==> src/rtl/fmc_adc_trigout_pkg.sv <==
// Shared definitions for the trigger-out timestamp FIFO: register map,
// bit positions and the layout of one recorded trigger entry.
package fmc_adc_trigout_pkg;

    // Word addresses (byte offset >> 2)
    localparam logic [2:0] ALT_TRIGOUT_STATUS      = 3'd0;
    localparam logic [2:0] ALT_TRIGOUT_CTRL        = 3'd1;
    localparam logic [2:0] ALT_TRIGOUT_TS_MASK_SEC = 3'd2;
    localparam logic [2:0] ALT_TRIGOUT_TS_SEC_LO   = 3'd3;
    localparam logic [2:0] ALT_TRIGOUT_TS_CYCLES   = 3'd4;

    localparam int ALT_TRIGOUT_TS_PRESENT_OFFSET = 0;
    localparam int ALT_TRIGOUT_OVERFLOW_OFFSET   = 1;
    localparam int ALT_TRIGOUT_CH1_ENABLE_OFFSET = 0;
    localparam int ALT_TRIGOUT_EXT_ENABLE_OFFSET = 8;
    localparam int ALT_TRIGOUT_CH1_MASK_OFFSET   = 16;
    localparam int ALT_TRIGOUT_EXT_MASK_OFFSET   = 24;
    localparam int ALT_TRIGOUT_WR_VALID_OFFSET   = 31;

    // hit[3:0] = channels 1..4, hit[4] = external trigger
    typedef struct packed {
        logic [4:0]  hit;
        logic        valid;
        logic [39:0] tai;
        logic [27:0] cycles;
    } t_trigout_entry;

    function automatic logic [31:0] f_mask_sec_word(input t_trigout_entry e);
        logic [31:0] w;
        w = '0;
        w[7:0]                               = e.tai[39:32];
        w[ALT_TRIGOUT_CH1_MASK_OFFSET +: 4]  = e.hit[3:0];
        w[ALT_TRIGOUT_EXT_MASK_OFFSET]       = e.hit[4];
        w[ALT_TRIGOUT_WR_VALID_OFFSET]       = e.valid;
        return w;
    endfunction

endpackage

==> src/rtl/fmc_adc_ts_sync_fifo.sv <==
// Single-clock FIFO of trigger entries with first-word-fall-through output:
// dout always shows the oldest entry while the FIFO is not empty.
module fmc_adc_ts_sync_fifo
    import fmc_adc_trigout_pkg::*;
#(
    parameter int g_DEPTH = 16
) (
    input  logic                       clk,
    input  logic                       rst_n,
    input  logic                       push,
    input  t_trigout_entry             din,
    input  logic                       pop,
    output t_trigout_entry             dout,
    output logic                       full,
    output logic                       empty,
    output logic [$clog2(g_DEPTH):0]   count
);

    localparam int AW = $clog2(g_DEPTH);

    t_trigout_entry mem [g_DEPTH];
    logic [AW-1:0]  rd_ptr;
    logic [AW-1:0]  wr_ptr;
    logic           do_push;
    logic           do_pop;

    assign full  = (count == (AW+1)'(g_DEPTH));
    assign empty = (count == '0);
    assign dout  = mem[rd_ptr];

    // A pop on an empty FIFO is ignored; a pop in the same cycle frees room for a push when full.
    assign do_pop  = pop & ~empty;
    assign do_push = push & (~full | do_pop);

    always_ff @(posedge clk) begin
        if (do_push) mem[wr_ptr] <= din;
    end

    always_ff @(posedge clk or negedge rst_n) begin
        if (!rst_n) begin
            rd_ptr <= '0;
            wr_ptr <= '0;
            count  <= '0;
        end else begin
            if (do_push) wr_ptr <= wr_ptr + AW'(1);
            if (do_pop)  rd_ptr <= rd_ptr + AW'(1);
            case ({do_push, do_pop})
                2'b10:   count <= count + (AW+1)'(1);
                2'b01:   count <= count - (AW+1)'(1);
                default: count <= count;
            endcase
        end
    end

endmodule

==> src/rtl/fmc_adc_trigout_ts_fifo.sv <==
// Trigger timestamp recorder: captures enabled trigger hits with WR time into a
// FIFO and exposes STATUS/CTRL/TS registers on a pipelined Wishbone slave.
module fmc_adc_trigout_ts_fifo
    import fmc_adc_trigout_pkg::*;
#(
    parameter int g_FIFO_DEPTH = 16
) (
    input  logic        sys_clk_i,
    input  logic        sys_rst_n_i,
    input  logic        wb_cyc_i,
    input  logic        wb_stb_i,
    input  logic        wb_we_i,
    input  logic [2:0]  wb_adr_i,
    input  logic [31:0] wb_dat_i,
    output logic [31:0] wb_dat_o,
    output logic        wb_ack_o,
    output logic        wb_stall_o,
    input  logic [3:0]  trig_ch_i,
    input  logic        trig_ext_i,
    input  logic [39:0] tm_tai_i,
    input  logic [27:0] tm_cycles_i,
    input  logic        tm_time_valid_i
);

    localparam int AW = $clog2(g_FIFO_DEPTH);

    logic           wb_strobe;
    logic           wb_rd;
    logic           wb_wr;
    logic [3:0]     ctrl_ch_en;
    logic           ctrl_ext_en;
    logic           overflow;
    logic [4:0]     hit_q;
    logic           valid_q;
    logic [39:0]    tai_q;
    logic [27:0]    cycles_q;
    logic           push;
    logic           pop;
    logic           fifo_full;
    logic           fifo_empty;
    logic [AW:0]    fifo_count;
    t_trigout_entry push_entry;
    t_trigout_entry fifo_dout;
    t_trigout_entry head;
    logic [31:0]    rd_data;
    logic           unused_bits;

    // Handshake: every cycle with cyc&stb is a request (never stalled); it is answered
    // by exactly one ack on the next cycle, carrying read data, in request order.
    assign wb_strobe  = wb_cyc_i & wb_stb_i;
    assign wb_rd      = wb_strobe & ~wb_we_i;
    assign wb_wr      = wb_strobe &  wb_we_i;
    assign wb_stall_o = 1'b0;

    assign push       = |hit_q;
    assign push_entry = {hit_q, valid_q, tai_q, cycles_q};
    assign head       = fifo_empty ? '0 : fifo_dout;
    assign unused_bits = ^{wb_dat_i[31:9], wb_dat_i[7:4], fifo_count};

    fmc_adc_ts_sync_fifo #(
        .g_DEPTH (g_FIFO_DEPTH)
    ) u_fifo (
        .clk   (sys_clk_i),
        .rst_n (sys_rst_n_i),
        .push  (push),
        .din   (push_entry),
        .pop   (pop),
        .dout  (fifo_dout),
        .full  (fifo_full),
        .empty (fifo_empty),
        .count (fifo_count)
    );

    always_comb begin
        rd_data = '0;
        case (wb_adr_i)
            ALT_TRIGOUT_STATUS: begin
                rd_data[ALT_TRIGOUT_TS_PRESENT_OFFSET] = ~fifo_empty;
                rd_data[ALT_TRIGOUT_OVERFLOW_OFFSET]   = overflow;
            end
            ALT_TRIGOUT_CTRL: begin
                rd_data[ALT_TRIGOUT_CH1_ENABLE_OFFSET +: 4] = ctrl_ch_en;
                rd_data[ALT_TRIGOUT_EXT_ENABLE_OFFSET]      = ctrl_ext_en;
            end
            ALT_TRIGOUT_TS_MASK_SEC: rd_data       = f_mask_sec_word(head);
            ALT_TRIGOUT_TS_SEC_LO:   rd_data       = head.tai[31:0];
            ALT_TRIGOUT_TS_CYCLES:   rd_data[27:0] = head.cycles;
            default:                 rd_data       = '0;
        endcase
    end

    // Capture stage: hits and time are registered together so the entry is coherent.
    always_ff @(posedge sys_clk_i or negedge sys_rst_n_i) begin
        if (!sys_rst_n_i) begin
            hit_q    <= '0;
            valid_q  <= 1'b0;
            tai_q    <= '0;
            cycles_q <= '0;
        end else begin
            hit_q    <= {trig_ext_i & ctrl_ext_en, trig_ch_i & ctrl_ch_en};
            valid_q  <= tm_time_valid_i;
            tai_q    <= tm_tai_i;
            cycles_q <= tm_cycles_i;
        end
    end

    // The pop is armed only if the TS_CYCLES read actually returned an entry.
    always_ff @(posedge sys_clk_i or negedge sys_rst_n_i) begin
        if (!sys_rst_n_i) begin
            wb_ack_o    <= 1'b0;
            wb_dat_o    <= '0;
            pop         <= 1'b0;
            ctrl_ch_en  <= '0;
            ctrl_ext_en <= 1'b0;
            overflow    <= 1'b0;
        end else begin
            wb_ack_o <= wb_strobe;
            wb_dat_o <= wb_rd ? rd_data : '0;
            pop      <= wb_rd & (wb_adr_i == ALT_TRIGOUT_TS_CYCLES) & ~fifo_empty;
            if (wb_wr && wb_adr_i == ALT_TRIGOUT_CTRL) begin
                ctrl_ch_en  <= wb_dat_i[ALT_TRIGOUT_CH1_ENABLE_OFFSET +: 4];
                ctrl_ext_en <= wb_dat_i[ALT_TRIGOUT_EXT_ENABLE_OFFSET];
            end
            if (push && fifo_full && !pop)
                overflow <= 1'b1;
            else if (wb_wr && wb_adr_i == ALT_TRIGOUT_STATUS && wb_dat_i[ALT_TRIGOUT_OVERFLOW_OFFSET])
                overflow <= 1'b0;
        end
    end

endmodule

==> config.mk <==
export PLATFORM = sky130hd
export DESIGN_NAME = fmc_adc_trigout_ts_fifo
export DESIGN_NICKNAME = d
export VERILOG_FILES = /design/src/rtl/fmc_adc_trigout_pkg.sv /design/src/rtl/fmc_adc_ts_sync_fifo.sv /design/src/rtl/fmc_adc_trigout_ts_fifo.sv
export SDC_FILE = /design/constraint.sdc
export NUM_CORES = 1
export LEC_CHECK = 0
export ABC_CLOCK_PERIOD_IN_PS = 7080
export BUFFER_PORTS_ARGS = -buffer_cell sky130_fd_sc_hd__buf_2
export CAP_MARGIN = 15
export CORE_ASPECT_RATIO = 1.75
export CORE_MARGIN = 3
export CORE_UTILIZATION = 60
export CTS_CLUSTER_DIAMETER = 120
export DETAILED_ROUTE_END_ITERATION = 10
export HOLD_SLACK_MARGIN = 0.08
export PLACE_DENSITY_LB_ADDON = 0.15
export SKIP_CTS_REPAIR_TIMING = 1
export SYNTH_ARGS = -nofsm -noshare
export SYNTH_HDL_FRONTEND = slang
export SYNTH_SLANG_ARGS = --single-unit
==> constraint.sdc <==
create_clock -name sys_clk_i -period 7.08 [get_ports sys_clk_i]
set_clock_uncertainty 0.05 [all_clocks]
set_input_delay 0.354 -clock sys_clk_i [delete_from_list [all_inputs] [get_ports sys_clk_i]]
set_output_delay 0.354 -clock sys_clk_i [all_outputs]
set_load 0.01 [all_outputs]
==> flow_metrics.py <==
metrics = {
    "outcome": {
        "outcome": "finished clean",
    },
    "global_routing": {
        "use_met3_pct": 3.245,
        "grt_use_total_pct": 26.87,
        "grt_start_max_net_pins": 127,
        "grt.busiest_layer": "met2",
        "global_route.usage.met1_pct": 34.97,
        "grt_pass1_wl_um": 163600,
        "first_global_vias": 23860,
        "overflow": 0,
        "met2_usage_pct": 46.91,
        "antenna_found_initial": 1,
    },
    "detailed_routing": {
        "route.detailed.wl_per_inst_um": 32.33,
        "final_antenna_net_count": 0,
        "vias_per_cell": 6.527,
        "drt_iter0_markers": 2406,
        "wirelength_um": 112300,
        "drc": 0,
        "via_count": 22670,
        "firstDrtPassIters": 6,
    },
    "run": {
        "max_cap_violations": 0,
    },
    "pwr": {
        "ir_drop_v": 0.0002566,
        "p_per_area_nw_per_um2": 348.6,
        "p_leak_nw": 18.30,
    },
    "placed_design": {
        "gp_congestion": 0.8224,
        "place_hpwl_um": 58830,
        "port_buffers": 119,
        "dp.cells": 3182,
    },
    "critical_path": {
        "cp_max_fo": 47,
        "path_depth": 6,
        "cp_top_family": "simple AND/OR/NAND/NOR gates",
        "crit_arrival_ns": 4.02,
        "worstSetupEndpointType": "flop",
        "critPathKind": "flop to flop",
        "crit_chain": "or4_1 > o22a_1 > nand2_1 > nor2_1 > and2_4 > buf_4",
        "cp.required_ns": 7.36,
        "slowest_delay_ns": 0.91,
        "worst-path-buf-inv": 1,
        "cpMaxStageDelayCell": "and2_4",
        "ff2ff_path_depth": 6,
        "rrSetupSlack_ns": 3.34,
        "startpoint_type": "flop",
    },
    "timing": {
        "grt_setup_unrepaired": "no",
        "finalSetupViolCount": 0,
        "drv_slew": 0,
        "fin_crit_sh_pct": 52.85,
        "worst_slew_margin_rel_pct": 28.28,
        "hold_violations": 0,
        "tns_ns": 0,
        "worstMarginPinSlew_ns": 1.076,
        "clock.fmax_ghz": 0.2673,
        "min_period_ns": 3.742,
    },
    "floorplan": {
        "die_area_um2": 85310,
        "rows": 138,
        "core_um2": 80980,
        "dieWidth_um": 222.1,
        "fp.dieH_um": 384.1,
        "io_pins": 148,
        "start_util_pct": 60.54,
    },
    "worst_hold_path": {
        "holdPathStages": 4,
        "hold_path_class": "input pin to flop",
    },
    "cells_and_area": {
        "finalNonFillerCells": 3473,
        "antenna_cells": 0,
        "layout.nets": 2451,
        "final_common_cell": "edfxtp_1",
        "area_growth_pct": 12.91,
        "final_cell_mix": "edfxtp_1, mux4_2, dfrtp_1",
        "drive_gt1_share_pct": 28.39,
    },
    "logic_synthesis": {
        "synth-seq-area-share_pct": 79.00,
        "synthArstFlopShare_pct": 9.687,
        "synth_warnings": 0,
        "synth_cell_types": 60,
        "synth_seq_cells": 1311,
        "synth_flop_cell": "edfxtp_1",
        "synthCells": 2077,
        "syn_avg_cell_area_um2": 23.60,
        "synth_edf_count": 1184,
        "synth_nets": 2200,
        "synth_area_um2": 49030,
    },
    "clock_network": {
        "ctsHtreeMaxLevel": 3,
        "insertion_delay_ns": 0.70,
        "ctsLongestPathBuffers": 3,
        "clkTransAtPathRegs_ns": 0.07,
        "tritoncts": "built",
        "cts_buffers": 110,
        "cts_root_buffer": "clkbuf_16",
        "cts.sinks": 1311,
    },
}
-- sequential cells by signal, summed over array words and instances, names as in the netlist --
signal,flops
cycles_q,28
u_fifo.count,5
hit_q,5
u_fifo.wr_ptr,4
wb_dat_o,32
valid_q,1
u_fifo.mem,1184
tai_q,40
ctrl_ext_en,1
u_fifo.rd_ptr,4
wb_ack_o,1
overflow,1
pop,1
ctrl_ch_en,4
-- final timing paths --
path	endpoint	start
min in group asynchronous	cycles_q[20]	sys_rst_n_i
hold / removal	wb_dat_o[1]	wb_adr_i[1]
hold reg to reg	hit_q[1]	ctrl_ch_en[1]
setup / recovery	u_fifo.mem[5][3]	hit_q[3]
max in group asynchronous	wb_dat_o[29]	sys_rst_n_i
setup reg to reg	u_fifo.mem[5][3]	hit_q[3]
-- area by class of cell --
type,instances,area [um^2]
clock buffer,161,3177
clock inverter,46,528.0
fill,4896,25630
inverter,16,62.56
multi-input combinational,651,9786
sequential,1311,38740
tap,1050,1314
timing repair buffer,238,1743
-- synthesized netlist by cell type, types with 10 or more instances --
| library cell | number | share of area, % |
|---|---|---|
| mux4_2 | 324 | 15 |
| inv_1 | 13 | 0.10 |
| nand2_1 | 35 | 0.27 |
| dfrtp_1 | 127 | 6.5 |
| xnor2_1 | 10 | 0.18 |
| a22o_1 | 17 | 0.30 |
| edfxtp_1 | 1184 | 73 |
| mux2i_1 | 70 | 1.4 |
| mux2_2 | 10 | 0.23 |
| o21ai_0 | 12 | 0.12 |
| buf_2 | 27 | 0.28 |
| clkbuf_1 | 41 | 0.31 |
| buf_4 | 16 | 0.25 |
| buf_1 | 11 | 0.084 |
| a21oi_1 | 13 | 0.13 |
| and2_1 | 23 | 0.29 |
| o22ai_1 | 20 | 0.26 |
| nor2_1 | 13 | 0.10 |
-- power by group --
part	total (mW)	internal, mW	switching [mW]	leakage [nW]
registers	9.68	9.30	0.382	12.3
logic	3.45	1.62	1.83	4.20
clock network	6.17	3.49	2.68	1.82
total	19.3	14.4	4.90	18.3
-- kinds of logic (layout without fill, tap and decap cells) --
family	Yosys count	in the layout	synth area share, %
buf+inv	115	461	1.133
flops	1311	1311	79.00
compound gates	108	108	1.582
simple gates	119	119	1.307
other cells	1	1	0.007649
xor+xnor	10	10	0.1786
fa+ha+maj	9	9	0.2450
mux	404	404	16.54
-- worst reg2reg max path, cell delays in order (launching register included) --
cell and delay, ns:
dfrtp_1 0.70, or4_1 0.33, o22a_1 0.36, nand2_1 0.09, nor2_1 0.21, and2_4 0.91
buf_4 0.71
-- metal layers --
metal / wire length (um) / share of wire [%]
met5: 0 / 0
met4: 4302 / 3.8
met2: 60330 / 54
met1: 41260 / 37
met3: 6386 / 5.7
-- per-stage QoR --
stage          worst slack (ns)  power, mW  area (um^2)  util, %  hold WS [ns]
5_1_grt                   3.127      19.97        55350    68.35        0.1383
6_report                  3.338      19.30        55350    68.35        0.1157
3_5_place_dp              3.292      13.33        50810    62.74        0.4134
3_3_place_gp              3.310      13.22        50810    62.74        0.4119
4_1_cts                   3.277      19.44        54510    67.32       -0.3507
2_1_floorplan             3.682      12.24        49030        -      0.008409
Note: power is estimated with default switching activity, not from simulation.
